<file path="config.mk">
export PLATFORM = sky130hd
export DESIGN_NAME = echo_sel_ctrl
export DESIGN_NICKNAME = d
export VERILOG_FILES = /design/src/rtl/echo_sel_ctrl.sv
export SDC_FILE = /design/constraint.sdc
export NUM_CORES = 1
export LEC_CHECK = 0
export CAP_MARGIN = 20
export CORE_MARGIN = 2
export CORE_UTILIZATION = 53
export CTS_CLUSTER_DIAMETER = 30
export DETAILED_ROUTE_END_ITERATION = 10
export GPL_ROUTABILITY_DRIVEN = 0
export PLACE_DENSITY_LB_ADDON = 0.2
export SETUP_SLACK_MARGIN = 0.4
export SYNTH_ARGS = -nofsm -noshare
export SYNTH_HDL_FRONTEND = slang
export SYNTH_SLANG_ARGS = --single-unit
export TNS_END_PERCENT = 20
</file>
<file path="constraint.sdc">
create_clock -name pi_clk -period 2.35 [get_ports pi_clk]
set_input_delay 0.705 -clock pi_clk [delete_from_list [all_inputs] [get_ports pi_clk]]
set_output_delay 0.705 -clock pi_clk [all_outputs]
set_load 0.005 [all_outputs]
</file>
<file path="src/rtl/echo_sel_ctrl.sv">
// Selection sequencer for signal_selector: echo input changes land only on frame
// boundaries of the selector output, from host requests, auto-cycling, or a stall timeout.
module echo_sel_ctrl #(
    parameter logic [1:0]  RESET_SEL      = 2'b00,
    parameter int unsigned AUTO_FRAMES    = 64,
    parameter int unsigned TIMEOUT_CYCLES = 4096,
    parameter int unsigned CNT_WIDTH      = 16
) (
    input  logic                 pi_clk,
    input  logic                 pi_rst,
    input  logic [1:0]           pi_sel_req,
    input  logic                 pi_sel_req_valid,
    output logic                 po_sel_req_ready,
    input  logic                 pi_auto_en,
    input  logic                 pi_mon_tvalid,
    input  logic                 pi_mon_tready,
    input  logic                 pi_mon_tlast,
    output logic [1:0]           po_echo_input_sel,
    output logic                 po_sel_ack,
    output logic                 po_timeout,
    output logic                 po_busy,
    output logic [CNT_WIDTH-1:0] po_frame_cnt
);

    localparam int unsigned STEP_W  = (AUTO_FRAMES > 1) ? $clog2(AUTO_FRAMES) : 1;
    localparam int unsigned STALL_W = (TIMEOUT_CYCLES > 1) ? $clog2(TIMEOUT_CYCLES) : 1;
    localparam int unsigned STALL_LAST_I = (TIMEOUT_CYCLES > 0) ? TIMEOUT_CYCLES - 1 : 0;

    localparam logic [STEP_W-1:0]    STEP_LAST  = STEP_W'(AUTO_FRAMES - 1);
    localparam logic [STEP_W-1:0]    STEP_ONE   = STEP_W'(1);
    localparam logic [STALL_W-1:0]   STALL_LAST = STALL_W'(STALL_LAST_I);
    localparam logic [STALL_W-1:0]   STALL_ONE  = STALL_W'(1);
    localparam logic [CNT_WIDTH-1:0] CNT_ONE    = CNT_WIDTH'(1);
    localparam logic                 TIMEOUT_EN = (TIMEOUT_CYCLES != 0);

    typedef enum logic [1:0] {
        IDLE    = 2'd0,
        PENDING = 2'd1,
        APPLY   = 2'd2
    } state_t;

    state_t                 state;
    state_t                 state_next;
    logic [1:0]             sel;
    logic [1:0]             pend_sel;
    logic                   in_frame;
    logic                   forced;
    logic [STALL_W-1:0]     stall_cnt;
    logic [STEP_W-1:0]      step_cnt;
    logic [CNT_WIDTH-1:0]   frame_cnt;

    logic beat;
    logic boundary;
    logic host_take;
    logic auto_fire;
    logic switch_now;
    logic force_now;

    // Band sweep order dry -> high -> mid -> low -> dry.
    function automatic logic [1:0] next_sel(input logic [1:0] cur);
        return cur + 2'd1;
    endfunction

    assign beat     = pi_mon_tvalid & pi_mon_tready;
    assign boundary = beat & pi_mon_tlast;

    assign host_take  = (state == IDLE) & ~pi_auto_en & pi_sel_req_valid;
    assign auto_fire  = (state == IDLE) & pi_auto_en & boundary & (step_cnt == STEP_LAST);
    // A quiet cycle outside a frame is as safe as a boundary; a fresh non-last beat is not.
    assign switch_now = (state == PENDING) & (boundary | (~in_frame & ~beat));
    assign force_now  = (state == PENDING) & ~switch_now & ~beat & TIMEOUT_EN
                        & (stall_cnt == STALL_LAST);

    always_ff @(posedge pi_clk or posedge pi_rst) begin
        if (pi_rst) begin
            state <= IDLE;
        end else begin
            state <= state_next;
        end
    end

    always_comb begin
        state_next = state;
        unique case (state)
            IDLE:    if (host_take | auto_fire) state_next = PENDING;
            PENDING: if (switch_now | force_now) state_next = APPLY;
            APPLY:   state_next = IDLE;
            default: state_next = IDLE;
        endcase
    end

    always_comb begin
        po_sel_req_ready = 1'b0;
        po_sel_ack       = 1'b0;
        po_timeout       = 1'b0;
        po_busy          = 1'b1;
        unique case (state)
            IDLE: begin
                po_sel_req_ready = ~pi_auto_en;
                po_busy          = 1'b0;
            end
            APPLY: begin
                po_sel_ack = 1'b1;
                po_timeout = forced;
            end
            default: ;
        endcase
    end

    always_ff @(posedge pi_clk or posedge pi_rst) begin
        if (pi_rst) begin
            sel       <= RESET_SEL;
            pend_sel  <= RESET_SEL;
            in_frame  <= 1'b0;
            forced    <= 1'b0;
            stall_cnt <= '0;
            step_cnt  <= '0;
            frame_cnt <= '0;
        end else begin
            if (boundary) begin
                frame_cnt <= frame_cnt + CNT_ONE;
            end

            if (force_now | boundary) begin
                in_frame <= 1'b0;
            end else if (beat) begin
                in_frame <= 1'b1;
            end

            if (host_take) begin
                pend_sel <= pi_sel_req;
            end else if (auto_fire) begin
                pend_sel <= next_sel(sel);
            end

            if (state == IDLE) begin
                stall_cnt <= '0;
            end else if (state == PENDING) begin
                stall_cnt <= beat ? '0 : stall_cnt + STALL_ONE;
            end

            if (switch_now | force_now) begin
                sel <= pend_sel;
            end
            forced <= force_now;

            // Only boundaries seen while idle count toward the next auto step.
            if (!pi_auto_en) begin
                step_cnt <= '0;
            end else if ((state == IDLE) && boundary) begin
                step_cnt <= (step_cnt == STEP_LAST) ? '0 : step_cnt + STEP_ONE;
            end
        end
    end

    assign po_echo_input_sel = sel;
    assign po_frame_cnt      = frame_cnt;

endmodule

</file>
==> metrics.yaml, run 1 <==
outcome:
  run_status: "finished, final reports clean"
synth:
  synth-compound-area-share_pct: 11.9
  avgSynthCellArea_sq_um: 10.2
  yosysUniqueCellTypes: 43
  synth_xor_area_share_pct: 7.54
  yosys_warnings: 0
  synthArstFlopShare_pct: 100
  synth_top_family_by_area: "simple AND/OR/NAND/NOR gates"
  ys_seq_area_share_pct: 50.3
  postSynthCellCount: 205
  synth.area.mux_share_pct: 2.63
  syn_area_sq_mm: 0.00209
  synth_seq_cells: 42
  synthAdderAreaFrac_pct: 1.80
  syn-num-nets: 217
  synthFlopType: "dfrtp_1"
  synth-edff-count: 0
  synth-simple-area-share_pct: 22.5
drt:
  route.met2.wl_um: 2220
  wirelength_um: 4350
  ant_nets: 0
  top_layer_used: "met4"
  drc: 0
  wl_met3_um: 174
  drt_iter0_drc: 77
  met1_length_um: 1900
  routedWlPerCell_um: 14.3
  vias_per_cell: 5.58
  first_pass_iters: 4
  vias: 1697
die:
  start_util_pct: 56.2
  die_y_um: 66.8
  io_pins: 31
  rows: 22
  core_area_sq_mm: 0.00372
  die_area_sq_mm: 0.00446
  die_w_um: 66.8
global_route:
  grt_pass1_vias: 1607
  grt_remaining_overflow: 0
  grt_pass1_wl_um: 7320
  grt_usage_pct: 22.6
  antenna_found_initial: 0
  grt_max_degree: 43
cells_and_area:
  diodes: 0
  fill_cells: 278
  register_area_sq_mm: 0.00106
  layout_commonest_cell: "dfrtp_1"
  nets: 267
  multi_input_area_sq_um: 993
  layout_common_cells: "35 x dfrtp_1, 25 x nand2_1, 22 x clkdlybuf4s50_1"
  syn_to_final_growth_pct: 28.6
  drive_gt1_share_pct: 18.0
setup_path:
  cp_num_buf_inv: 1
  reg2reg_depth: 5
  crit_path_top_delay_cell: "clkdlybuf4s50_1"
  r2r_slack_ns: 0.48
  r2r_end: "po_echo_input_sel[0]"
  timing.rr.start: "stall_cnt[1]"
  max_stage_delay_ns: 0.55
  end_kind: "output port"
  required_ns: 1.64
  path_cells: "clkdlybuf4s50_1"
  crit_fanout: 4
  startpoint_type: "flop"
  critPathKind: "reg -> out"
  path_delay_family: "buffers and inverters"
  critPathArrivalTime_ns: 1.26
power_and_ir_drop:
  powerDensity_mw_per_mm2: 812
  vdd_drop_max_mv: 0.469
  power_leakage_nw: 1.20
  p_total_mw: 2.18
timing:
  rsz0062_at_grt: "true"
  max_slew_margin_pct: 65.0
  setup_viol: 0
  min_period_ns: 1.97
  fin_ws_ns: 0.382
  period_share_pct: 83.8
  hold_viol_final: 0
  slew_violations: 0
  skew_ns: 0.00691
  setup_tns_ns: 0
  worst_pin_slew_ns: 0.526
  fmax_mhz: 508
clocking:
  cts_max_level: 2
  tritoncts: "yes"
  clk_latency_ns: 0.30
  clk_pin_slew_worst_paths_ns: 0.08
  cts.sinks: 42
  cts.root.buffer_cell: "clkbuf_8"
  cts_max_path_buffers: 2
  cts_buffers: 5
min_path:
  holdPathEnd: "po_frame_cnt[15]"
  hold_path_class: "reg -> reg"
  worst_hold_path.num_cells: 1
  hp-start: "po_frame_cnt[15]"
place:
  dp.final_hpwl_um: 3010
  post-place-ws_ns: -0.0831
  numPortBuffers: 30
run:
  cap_violations: 0
==> layout make-up <==
type	instances	area share (%)
clock buffers	7	2.84
clock inverters	1	1.12
inverters	7	0.978
multi-input cells	149	37.0
flip-flops and latches	42	39.4
well taps	48	2.23
repair buffers	50	16.4
==> power by group <==
| group | internal [mW] | switching, mW | total, mW | leakage [nW] |
|---|---|---|---|---|
| clock | 0.318 | 0.233 | 0.551 | 0.0524 |
| sequential | 0.835 | 0.114 | 0.949 | 0.553 |
| combinational | 0.385 | 0.298 | 0.683 | 0.595 |
==> Yosys cell counts (3+ instances only) <==
cell type   n  share of area [%]
a21o_1      4                1.4
xnor2_1    14                5.9
dfrtp_1    42                 50
nand2_1    25                4.5
nor4_1      4                1.2
nor2_1      8                1.4
nand4_1     8                2.4
xor2_1      4                1.7
clkbuf_1    3               0.54
a21oi_1     8                1.9
ha_1        3                1.8
a21boi_0    3                1.1
nand3_1    16                3.8
and3_1      7                2.1
and2_1      3               0.90
inv_1       7                1.3
or3_1       3               0.90
o21ai_0     8                1.9
==> flip-flops by register name (all words and copies together) (netlist names) <==
name	flops
po_frame_cnt	16
stall_cnt	12
step_cnt	6
pend_sel	2
po_echo_input_sel	2
state	2
forced	1
in_frame	1
==> how the worst max path moves through the flow <==
stage               startpoint          endpoint  slack, ns  cells after the start
2_1_floorplan       pi_auto_en       pend_sel[0]       0.58                      4
3_3_place_gp        pi_auto_en  po_sel_req_ready      -0.07                      3
3_5_place_dp        pi_auto_en  po_sel_req_ready      -0.08                      3
4_1_cts        po_frame_cnt[4]   po_frame_cnt[4]       0.34                      1
5_1_grt        po_frame_cnt[8]   po_frame_cnt[8]       0.33                      1
6_report       po_frame_cnt[8]   po_frame_cnt[8]       0.38                      1
==> what timing repair did <==
item,CTS,global route
resized for setup,12,14
pin swaps,1,2
setup buffers,3,4
hold buffers,0,0
endpoints found under the setup margin,26,31
==> per-layer routing <==
layer	track usage [%]	vias up
li1	-	835
met1	27.3	821
met2	38.4	36
met3	6.59	5
met4	7.91	0
met5	0	-
==> cells by family (layout without fill, tap and decap cells) <==
logic type      Yosys count  in the layout
fa+ha+maj                 3              3
simple gates             87             87
xor+xnor                 18             18
mux                       5              5
buf+inv                  14             65
compound gates           36             36
flops                    42             42
==> stage by stage <==
step | instance area (sq um) | util (%) | instances | hold WS [ns]
after floorplan | 2090 | - | 205 | 0.459
after global placement | 2500 | 67.4 | 289 | 0.460
after detailed placement | 2500 | 67.4 | 289 | 0.467
after CTS | 2640 | 71.0 | 300 | 0.481
after global routing | 2690 | 72.3 | 304 | 0.500
final | 2690 | 72.3 | 304 | 0.477
(Power assumes the default switching activity.)
==> run 2: changes to the inputs <==
==> constraint.sdc (replaced) <==
create_clock -name pi_clk -period 1.99 [get_ports pi_clk]
set_input_delay 0.597 -clock pi_clk [delete_from_list [all_inputs] [get_ports pi_clk]]
set_output_delay 0.597 -clock pi_clk [all_outputs]
set_load 0.005 [all_outputs]
==> run 2 against run 1 <==
  * Global-route usage is 1.1 points higher
  * Largest power group unchanged
  * Critical path depth is the same
  * Non-clock buffer count increased by 29
  * Combinational power rose by 55%
  * Die area unchanged
  * Sequential power up 13%
  * Register-to-register slack worse by 0.19 ns
  * Largest cell class unchanged
==> metrics.yaml, run 2 (same netlist as run 1, synthesis figures left out) <==
die:
  start_util_pct: 56.2
  die_area_sq_mm: 0.00446
  die_w_um: 66.8
  core_area_sq_mm: 0.00372
  io_pins: 31
  rows: 22
  die_y_um: 66.8
timing:
  fmax_mhz: 555
  worst_pin_slew_ns: 0.315
  whs_ns: 0.476
  min_period_ns: 1.80
  skew_ns: 0.0119
  hold_viol_final: 0
  slew_violations: 0
  setup_viol: 0
  max_slew_margin_pct: 78.9
  period_share_pct: 90.5
  rsz0062_at_grt: "true"
cells_and_area:
  fill_cells: 233
  layout_commonest_cell: "buf_4"
  largest_register_ffs: 16
  register_area_sq_mm: 0.00105
  nets: 296
  layout_common_cells: "46 x buf_4, 41 x dfrtp_1, 25 x nand2_1"
  diodes: 0
  syn_to_final_growth_pct: 41.7
  multi_input_area_sq_mm: 0.00104
  drive_gt1_share_pct: 27.7
power_and_ir_drop:
  p_clk_share_pct: 21.4
  vdd_drop_max_mv: 0.735
  powerDensity_mw_per_mm2: 915
  switching_share_pct: 31.7
  seqPwrFrac_pct: 39.5
  power_leakage_nw: 1.47
  combinationalPowerShare_pct: 39.1
  p_int_mw: 1.85
  switching_power_uw: 859
  p_total_mw: 2.71
clocking:
  clk_latency_ns: 0.31
  tritoncts: "yes"
  cts_max_path_buffers: 2
  cts_buffers: 5
  cts_max_level: 2
  cts.root.buffer_cell: "clkbuf_8"
  cts.sinks: 42
  clk_pin_slew_worst_paths_ns: 0.07
drt:
  wirelength_um: 5210
  ant_nets: 0
  drc: 0
  first_pass_iters: 4
  vias_per_cell: 5.70
  routedWlPerCell_um: 15.7
  drt_iter0_drc: 156
  vias: 1897
global_route:
  grt_pass1_wl_um: 7990
  antenna_found_initial: 0
  grt_pass1_vias: 1781
  grt_usage_pct: 23.7
  grt_max_degree: 43
  grt_remaining_overflow: 0
setup_path:
  crit_path_top_delay_cell: "clkdlybuf4s50_1"
  path_delay_family: "buffers and inverters"
  critPathKind: "reg -> out"
  path_cells: "clkdlybuf4s50_1"
  max_stage_delay_ns: 0.54
  end_kind: "output port"
  startpoint_type: "flop"
  critPathArrivalTime_ns: 1.20
  crit_fanout: 2
  cp_num_buf_inv: 1
  required_ns: 1.39
run:
  cap_violations: 0
place:
  dp.final_hpwl_um: 3030
  numPortBuffers: 30
outcome:
  run_status: "finished, final reports clean"
min_path:
  hold_path_class: "reg -> reg"
run 2: cell types whose count changed in the layout (fill, tap and decap cells not counted), moves of 2 or more:
| cell | change |
|---|---|
| clkbuf_1 | -2 |
| mux2_4 | +2 |
| dfrtp_1 | +6 |
| buf_6 | +2 |
| nor4_1 | -2 |
| dlymetal6s2s_1 | +5 |
| mux2_2 | -2 |
| dfrtp_2 | -6 |
| buf_4 | +26 |
| buf_2 | +3 |
| clkdlybuf4s50_1 | -7 |
run 2: through the flow:
stage	setup TNS, ns	instance area, sq um	cells	setup slack (ns)	utilization [%]
after global routing	0	2960	333	0.129	79.7
after CTS	0	2850	323	0.185	76.8
after global placement	-2.92	2570	296	-0.254	69.3
after detailed placement	-3.90	2570	296	-0.258	69.3
after floorplan	0	2090	205	0.299	-
final	0	2960	333	0.189	79.7
run 2: routing by layer:
metal | global-route usage (%) | share of wire, % | up-vias
met5 | 0 | 0 | -
met3 | 5.74 | 4.9 | 10
met4 | 5.87 | 1.3 | 0
met2 | 41.5 | 51 | 75
met1 | 29.3 | 42 | 924
li1 | - | - | 888
run 2: final timing paths:
| kind | from | end | slack (ns) | depth (start not counted) |
|---|---|---|---|---|
| worst max-delay path | po_frame_cnt[12] | po_frame_cnt[12] | 0.19 | 1 |
| worst min-delay path | po_frame_cnt[15] | po_frame_cnt[15] | 0.48 | 1 |
| worst max register to register | state[1] | po_echo_input_sel[1] | 0.29 | 5 |
| worst min register to register | po_frame_cnt[15] | po_frame_cnt[15] | 0.48 | 1 |
| max in group asynchronous | pi_rst | state[1] | 1.12 | 3 |
| min in group asynchronous | pi_rst | stall_cnt[2] | 0.66 | 3 |
run 2: area by class of cell:
class / instances / share of cell area [%]
clock buffer: 6 / 2.79
clock inverter: 2 / 0.422
inverter: 7 / 0.887
multi-input combinational: 149 / 35.2
sequential: 42 / 35.5
tap: 48 / 2.03
timing repair buffer: 79 / 23.2
run 2: power by group through the flow:
stage / clock [mW] / combinational, mW / sequential, mW
2_1_floorplan: 0 / 0.405 / 1.12
3_3_place_gp: 0 / 0.718 / 1.13
3_5_place_dp: 0 / 0.733 / 1.14
4_1_cts: 0.591 / 0.937 / 1.06
5_1_grt: 0.636 / 1.15 / 1.09
6_report: 0.580 / 1.06 / 1.07
run 2: timing repair:
item | in CTS | in global routing
hold buffers | 0 | 0
pin swaps | 7 | 3
setup buffers | 19 | 10
cloned | 0 | 0
endpoints found under the setup margin | 50 | 43
gates resized for setup | 37 | 10
==> run 3: changes to the inputs <==
--- a/config.mk
+++ b/config.mk
@@ -13,6 +13,7 @@
 export GPL_ROUTABILITY_DRIVEN = 0
 export PLACE_DENSITY_LB_ADDON = 0.2
 export SETUP_SLACK_MARGIN = 0.4
+export SLEW_MARGIN = 10
 export SYNTH_ARGS = -nofsm -noshare
 export SYNTH_HDL_FRONTEND = slang
 export SYNTH_SLANG_ARGS = --single-unit
==> results of run 3 <==
The final DEF is identical to that of run 2; final timing and power are the same.
